**src/rtl/start_screen_overlay_pkg.sv**
```systemverilog
// Shared constants and types for the title-screen overlay.
// Holds the glyph placement table, the default glyph size and the selector FSM states.
package start_screen_overlay_pkg;

    localparam int NUM_GLYPHS_DEF = 9;
    localparam int GLYPH_W_DEF    = 30;
    localparam int GLYPH_H_DEF    = 45;

    // Title glyphs first, then the player-1 prompt and the player-2 prompt.
    localparam int GLYPH_X [NUM_GLYPHS_DEF] = '{200, 230, 290, 320, 350, 380, 410, 260, 350};
    localparam int GLYPH_Y [NUM_GLYPHS_DEF] = '{165, 165, 165, 165, 165, 165, 165, 270, 270};

    typedef enum logic [1:0] {
        ST_IDLE    = 2'd0,
        ST_SELECT  = 2'd1,
        ST_CONFIRM = 2'd2
    } state_e;

endpackage

```
**src/rtl/start_screen_overlay_glyph_hit.sv**
```systemverilog
// Single-glyph bounds test and in-glyph sprite ROM offset.
// The bounds are half-open; the address is only meaningful while hit is high.
module glyph_hit #(
    parameter int X0      = 0,
    parameter int Y0      = 0,
    parameter int GLYPH_W = 30,
    parameter int GLYPH_H = 45,
    parameter int ADDR_W  = 19
) (
    input  logic [9:0]        draw_x,
    input  logic [9:0]        draw_y,
    output logic              hit,
    output logic [ADDR_W-1:0] addr
);

    // The 11-bit bounds keep X0+GLYPH_W from wrapping at the right edge of the screen.
    localparam logic [10:0] X_LO = 11'(X0);
    localparam logic [10:0] X_HI = 11'(X0 + GLYPH_W);
    localparam logic [10:0] Y_LO = 11'(Y0);
    localparam logic [10:0] Y_HI = 11'(Y0 + GLYPH_H);

    logic [10:0] x_ext;
    logic [10:0] y_ext;
    logic [9:0]  off_x;
    logic [9:0]  off_y;

    assign x_ext = {1'b0, draw_x};
    assign y_ext = {1'b0, draw_y};
    assign off_x = draw_x - X_LO[9:0];
    assign off_y = draw_y - Y_LO[9:0];

    assign hit  = (x_ext >= X_LO) && (x_ext < X_HI) && (y_ext >= Y_LO) && (y_ext < Y_HI);
    assign addr = ADDR_W'(off_x) + ADDR_W'(off_y) * ADDR_W'(GLYPH_W);

endmodule

```
**src/rtl/start_screen_overlay.sv**
```systemverilog
// Title-screen overlay: glyph hit/address pipeline plus the player-count selector.
//   state      | meaning
//   ST_IDLE    | not on the start screen; waits for game_state == 0
//   ST_SELECT  | prompts blinking, left/right choose players, enter confirms
//   ST_CONFIRM | selection latched, keys ignored until the game leaves the start screen
module start_screen_overlay
    import start_screen_overlay_pkg::*;
#(
    parameter int NUM_GLYPHS   = NUM_GLYPHS_DEF,
    parameter int GLYPH_W      = GLYPH_W_DEF,
    parameter int GLYPH_H      = GLYPH_H_DEF,
    parameter int ADDR_W       = 19,
    parameter int IDX_W        = 5,
    parameter int BLINK_FRAMES = 30
) (
    input  logic              Clk,
    input  logic              Reset_n,
    input  logic              frame_tick,
    input  logic [9:0]        DrawX,
    input  logic [9:0]        DrawY,
    input  logic [1:0]        game_state,
    input  logic              key_left,
    input  logic              key_right,
    input  logic              key_enter,
    output logic              is_starting,
    output logic [IDX_W-1:0]  starting_idx,
    output logic [ADDR_W-1:0] starting_read_address,
    output logic              player_sel,
    output logic              start_req
);

    localparam int CNT_W = $clog2(BLINK_FRAMES + 1);
    localparam logic [CNT_W-1:0] CNT_LAST = CNT_W'(BLINK_FRAMES - 1);
    localparam logic [IDX_W-1:0] P1_IDX   = IDX_W'(NUM_GLYPHS - 2);

    logic [NUM_GLYPHS-1:0] hit_vec;
    logic [ADDR_W-1:0]     addr_arr [NUM_GLYPHS];

    for (genvar g = 0; g < NUM_GLYPHS; g++) begin : g_glyph
        glyph_hit #(
            .X0      (GLYPH_X[g]),
            .Y0      (GLYPH_Y[g]),
            .GLYPH_W (GLYPH_W),
            .GLYPH_H (GLYPH_H),
            .ADDR_W  (ADDR_W)
        ) u_glyph_hit (
            .draw_x (DrawX),
            .draw_y (DrawY),
            .hit    (hit_vec[g]),
            .addr   (addr_arr[g])
        );
    end

    state_e            state_q, state_d;
    logic [CNT_W-1:0]  blink_cnt_q, blink_cnt_d;
    logic              blink_on_q, blink_on_d;
    logic              player_sel_q, player_sel_d;
    logic              start_req_q, start_req_d;
    logic              is_starting_q, is_starting_d;
    logic [IDX_W-1:0]  starting_idx_q, starting_idx_d;
    logic [ADDR_W-1:0] read_addr_q, read_addr_d;

    logic             on_start;
    logic [IDX_W-1:0] blank_idx;

    assign on_start  = (game_state == 2'b00);
    assign blank_idx = P1_IDX + IDX_W'(player_sel_q);

    // Descending scan so the lowest-index hit is the one left standing.
    always_comb begin
        is_starting_d  = 1'b0;
        starting_idx_d = '0;
        read_addr_d    = '0;
        if (on_start) begin
            for (int g = NUM_GLYPHS - 1; g >= 0; g--) begin
                if (hit_vec[g] && !(!blink_on_q && (IDX_W'(g) == blank_idx))) begin
                    is_starting_d  = 1'b1;
                    starting_idx_d = IDX_W'(g);
                    read_addr_d    = addr_arr[g];
                end
            end
        end
    end

    always_comb begin
        state_d      = state_q;
        blink_cnt_d  = blink_cnt_q;
        blink_on_d   = blink_on_q;
        player_sel_d = player_sel_q;
        start_req_d  = 1'b0;

        if (on_start && frame_tick) begin
            if (blink_cnt_q == CNT_LAST) begin
                blink_cnt_d = '0;
                blink_on_d  = !blink_on_q;
            end else begin
                blink_cnt_d = blink_cnt_q + CNT_W'(1);
            end
        end

        case (state_q)
            ST_IDLE: begin
                if (on_start) begin
                    state_d     = ST_SELECT;
                    blink_cnt_d = '0;
                    blink_on_d  = 1'b1;
                end
            end
            ST_SELECT: begin
                if (!on_start) begin
                    state_d = ST_IDLE;
                end else begin
                    // Direction is applied before enter so a combined press confirms the new choice.
                    if (key_left) begin
                        player_sel_d = 1'b0;
                    end else if (key_right) begin
                        player_sel_d = 1'b1;
                    end
                    if (key_enter) begin
                        state_d     = ST_CONFIRM;
                        start_req_d = 1'b1;
                    end
                end
            end
            ST_CONFIRM: begin
                if (!on_start) begin
                    state_d = ST_IDLE;
                end
            end
            default: state_d = ST_IDLE;
        endcase
    end

    always_ff @(posedge Clk) begin
        if (!Reset_n) begin
            state_q        <= ST_IDLE;
            blink_cnt_q    <= '0;
            blink_on_q     <= 1'b1;
            player_sel_q   <= 1'b0;
            start_req_q    <= 1'b0;
            is_starting_q  <= 1'b0;
            starting_idx_q <= '0;
            read_addr_q    <= '0;
        end else begin
            state_q        <= state_d;
            blink_cnt_q    <= blink_cnt_d;
            blink_on_q     <= blink_on_d;
            player_sel_q   <= player_sel_d;
            start_req_q    <= start_req_d;
            is_starting_q  <= is_starting_d;
            starting_idx_q <= starting_idx_d;
            read_addr_q    <= read_addr_d;
        end
    end

    assign is_starting           = is_starting_q;
    assign starting_idx          = starting_idx_q;
    assign starting_read_address = read_addr_q;
    assign player_sel            = player_sel_q;
    assign start_req             = start_req_q;

endmodule

```
**config.mk**
```make
export PLATFORM = sky130hd
export DESIGN_NAME = start_screen_overlay
export DESIGN_NICKNAME = d
export VERILOG_FILES = /design/src/rtl/start_screen_overlay_pkg.sv /design/src/rtl/start_screen_overlay_glyph_hit.sv /design/src/rtl/start_screen_overlay.sv
export SDC_FILE = /design/constraint.sdc
export NUM_CORES = 1
export LEC_CHECK = 0
export CORE_AREA = 5 5 287 149
export DETAILED_ROUTE_END_ITERATION = 8
export DIE_AREA = 0 0 292 154
export MAX_ROUTING_LAYER = met4
export PLACE_DENSITY = 0.66
export SLEW_MARGIN = 20
export SYNTH_ARGS = -nofsm -noshare
export SYNTH_HDL_FRONTEND = slang
export SYNTH_HIERARCHICAL = 1
export SYNTH_SLANG_ARGS = --single-unit
```
**constraint.sdc**
```tcl
create_clock -name Clk -period 19.35 [get_ports Clk]
set_input_delay 4.8375 -clock Clk [delete_from_list [all_inputs] [get_ports Clk]]
set_output_delay 4.8375 -clock Clk [all_outputs]
set_load 0.05 [all_outputs]
```
[Yosys cells after proc, flatten, opt, wreduce, memory -nomap -nowiden]
Index checks and enable logic that the tools add are counted.
W data, S select, Z words.
Operators by class
  multipliers: 2
  bitwise operators: 2
  multiplexer cells: 42
  add/subtract/negate cells: 21
  order comparisons: 20
  eq/ne operators: 14
  reduce and logical (&&, ||, !) cells: 67
Operators with widths (number)
  $mux W19: 9
  $add A10 B15 Y16: 9
  $lt A10 B9 Y1 const B: 8
  $ge A10 B9 Y1 const B: 7
  $sub A10 B9 Y10 const B: 7
  $logic_and A1 B1 Y1: 45
  $ge A10 B8 Y1 const B: 3
  $sub A10 B8 Y10 const B: 3
  $mul A10 B4 Y14 const B: 2
  $lt A10 B8 Y1 const B: 2
  $mux W5: 4
  $mux W1: 17
  $eq A3 B4 Y1 const A: 4
  $mux W2: 6
  $mux W3: 4
  $logic_not A1 Y1: 10
  $reduce_or A10 Y1: 1
  $reduce_and A3 Y1: 3
  $eq A2 B4 Y1 const A: 2
  $pmux W2 S3: 1
  $reduce_or A6 Y1: 1
  $add A5 B1 Y5 const B: 1
  $eq A5 B5 Y1 const B: 1
  $logic_not A5 Y1: 1
  14 further kinds: 17
Storage, ports and cells
  logic and storage cells: 179
  bits of input ports: 28
  bits in registers: 34
  output and inout port bits: 27

[Longest topological paths before layout]
  depth in word-level cells: 14
  mapped depth: 25

[Hierarchy]
Netlist, hierarchy kept.
Modules (own cells, without submodules)
  start_screen_overlay: cells an instance 325, seq. area each 680.7 um2, times used 1, area each 2572.5 um2
  glyph_hit (g_glyph[2].u_glyph_hit): cells an instance 261, seq. area each 0.0 um2, times used 1, area each 1954.4 um2
  glyph_hit (g_glyph[1].u_glyph_hit): cells an instance 263, seq. area each 0.0 um2, times used 1, area each 1939.4 um2
  glyph_hit (g_glyph[4].u_glyph_hit): cells an instance 254, seq. area each 0.0 um2, times used 1, area each 1934.4 um2
  glyph_hit (g_glyph[5].u_glyph_hit): cells an instance 258, seq. area each 0.0 um2, times used 1, area each 1926.8 um2
  glyph_hit (g_glyph[8].u_glyph_hit): cells an instance 237, seq. area each 0.0 um2, times used 1, area each 1919.3 um2
  glyph_hit (g_glyph[0].u_glyph_hit): cells an instance 252, seq. area each 0.0 um2, times used 1, area each 1894.3 um2
  glyph_hit (g_glyph[6].u_glyph_hit): cells an instance 251, seq. area each 0.0 um2, times used 1, area each 1893.1 um2
  glyph_hit (g_glyph[7].u_glyph_hit): cells an instance 237, seq. area each 0.0 um2, times used 1, area each 1865.5 um2
  glyph_hit (g_glyph[3].u_glyph_hit): cells an instance 235, seq. area each 0.0 um2, times used 1, area each 1801.7 um2

[Worst setup path before layout]
No wires, ideal clock.
  path type: input-to-reg
  start point: input port DrawY[1]
  end point: register read_addr_q[14] (netlist: starting_read_address[14])
  stages: 23
  arrival time: 9441 ps
  library setup time: 120 ps
  setup slack: 9789 ps
  data required time: 19230 ps
  path buffers: 0
  path through: inv_1 -> ha_1 -> a21oi_1 -> nand2_1 -> xnor2_1 -> xor2_1 -> ha_1 -> inv_1 -> fa_1 -> inv_1 -> ha_1 -> nand3_1 -> a21oi_1 -> nor3_1 -> xnor2_1 -> ha_1 -> nand2_1 -> o31a_2 -> nor4_1 -> xnor2_1 -> a221oi_1 -> o21ai_1 -> o31a_1
RTL lines
  start: declaration: RTL line start_screen_overlay.sv:20  | input logic [9:0] DrawY,
  end signal: assignment: RTL line start_screen_overlay.sv:152  | read_addr_q <= read_addr_d;
  end: declaration: RTL line start_screen_overlay.sv:61  | logic [ADDR_W-1:0] read_addr_q, read_addr_d;

==> results.toml <==
[cts]
holdBufCountCts = 0
cts.clk_slew.worst_paths_ns = 0.06
htree_levels = 2
post_cts_buffers = 0
cts-root-buf = "clkbuf_16"
clock_latency_ns = 0.29
cts_buffer_depth = 2
numCtsBuffers = 5
cts.repair.resized = 0
cts_tree = "built"
cts_sinks = 34

[layout]
regArea_um2 = 681
fill_cells = 3845
nNetsFinal = 3021
multi_input_area_um2 = 17400
drive_above_1_share_pct = 5.98
fin_cells = 3150
area_growth_pct = 5.71
final_common_cell = "inv_1"
final_cell_mix = "inv_1, ha_1, xnor2_1"

[critical_path]
cp-start-kind = "primary input"
endpoint_kind = "register"
required_ns = 19.54
reg2reg_from = "blink_on_q$_SDFF_PN1_"
critPathArrivalTime_ns = 11.45
worst-path-max-fanout = 48
worstSetupPathType = "in -> reg"
crit_start = "DrawY[2]"

[global_route]
grt_pass1_wl_um = 97200
grt_overflow_total = 0
grtUsageTotal_pct = 27.2
antenna_found_initial = 3
grt_pass1_vias = 17600
grt_max_degree = 49

[power_and_ir_drop]
power.leakage_nw = 9.64
p_per_area_nw_per_um2 = 176
vdd_drop_max_mv = 0.0920
power.total_mw = 3.67

[timing]
setup_tns_ns = 0
tightest_slew_ns = 1.04
fmax_mhz = 88.8
fin_crit_ns = 11.26
timing.final.crit_share_pct = 58.2
fin_skew_ns = 0.00673
setup_viol = 0
slew_viol_final = 0
rsz0062_at_grt = "false"
hold_viol = 0
relSlewSlack_pct = 30.3

[yosys]
synth_top_cell_area_share_pct = 19.8
synth_top_area_cell = "ha_1"
synthesis.area_um2 = 19700
synthFlopType = "dfxtp_1"
synth_edf_count = 0
synthTopCellsByArea = "ha_1, xnor2_1, fa_1, inv_1, xor2_1"
syn_avg_cell_area_um2 = 7.66
async_flop_share_pct = 0
synthCells = 2573
ys_types = 120
yosysWarnings = 6
ys_ff_latch = 34
ys_seq_area_share_pct = 3.45

[floorplan]
core_um2 = 39800
rows = 52
die_w_um = 292
die-area_um2 = 45000
io_pins = 55
die_h_um = 154
start_util_pct = 49.5

[min_path]
hold_start = "state_q[1]$_SDFFE_PN0P_"
min_path_type = "reg -> reg"

[place]
portBuffers = 53
gp_congestion = 0.978
dp_hpwl_um = 49100
dp_cells = 3140

[route]
drt_iter0_drc = 1911
num_vias = 18500
wire_per_inst_um = 19.7
drtPass1Iterations = 5
antenna_left = 0
drc = 0
drt_wl_total_um = 62200
vias_per_cell = 5.89

[run]
drv_cap = 0

[run_status]
status = "completed"
## final timing paths
| path | depth (start not counted) | end | slack, ns |
|---|---|---|---|
| worst max-delay path | 24 | starting_read_address[13]$_SDFF_PN0_ | 8.09 |
| worst min-delay path | 1 | state_q[0]$_SDFFE_PN0P_ | 0.48 |
| worst max register to register | 4 | starting_read_address[6]$_SDFF_PN0_ | 17.04 |
| worst min register to register | 1 | state_q[0]$_SDFFE_PN0P_ | 0.48 |
## sequential cells by signal, indices dropped and copies added (netlist names)
signal	count
start_req	1
blink_on_q	1
blink_cnt_q	5
starting_read_address	19
starting_idx	4
player_sel	1
state_q	2
is_starting	1
## cell usage after synthesis, types with 37 or more instances
master    number
xnor2_1      239
fa_1          75
nand2b_1      54
a21oi_1      178
nor2_1       168
buf_4         39
nand3_1       37
nor3_1        50
xor2_1       130
ha_1         311
inv_1        332
nand2_1      146
o21a_1        42
o21ai_0      119
a21o_1        55
## kinds of logic after synthesis
kind of cell / count (synthesis) / share of synthesized area, %
compound gates: 693 / 24.5
mux: 6 / 0.318
flops: 34 / 3.45
other cells: 10 / 0.191
buf+inv: 404 / 8.66
simple gates: 642 / 16.9
fa+ha+maj: 392 / 27.7
xor+xnor: 392 / 18.3
## report_power, final
part	switching (mW)	leakage, nW	internal [mW]
registers	0.000496	0.274	0.0705
logic	2.09	9.29	1.43
clock network	0.0354	0.0708	0.0479
## cell type report
cell class	instances	area share, %
multi-input cells	2153	83.5
inverters	333	6.00
flip-flops and latches	34	3.27
well taps	540	3.24
repair buffers	80	3.23
clock buffers	6	0.619
clock inverters	2	0.0661
diodes	2	0.0240
## worst max-delay path: stages
cell and delay (ns):
buf_2 0.40, buf_4 0.63, ha_1 0.32, a21oi_1 0.11, xnor2_1 0.66, inv_1 0.18, xnor2_1 0.30, xor2_1 0.13
fa_1 0.55, inv_1 0.04, ha_1 0.35, a21o_1 0.24, o21ai_0 0.27, nor2b_1 0.19, xnor2_1 0.15, ha_1 0.24
nor3_1 0.07, o21ai_0 0.09, o211ai_1 0.14, or3_1 0.42, xor2_1 0.18, a221oi_1 0.57, o32ai_1 0.14, a41o_1 0.24
## metal layers
layer / vias to the layer above / part of all wire, % / global-route usage [%]
li1: 9057 / - / -
met1: 8704 / 49 / 39.2
met2: 696 / 39 / 37.3
met3: 88 / 9.9 / 7.73
met4: 0 / 2.2 / 6.30
met5: - / 0 / -
## stage by stage
| step | setup slack [ns] | hold slack [ns] | utilization (%) | cell area, um2 |
|---|---|---|---|---|
| global placement | 8.09 | 0.470 | 51.9 | 20700 |
| floorplan | 9.79 | 0.452 | - | 19800 |
| CTS | 8.25 | 0.484 | 52.3 | 20800 |
| finish | 8.09 | 0.484 | 52.3 | 20800 |
| global route | 7.71 | 0.525 | 52.3 | 20800 |
| detailed placement | 7.95 | 0.476 | 51.9 | 20700 |
Power figures use the tool's default switching activity.
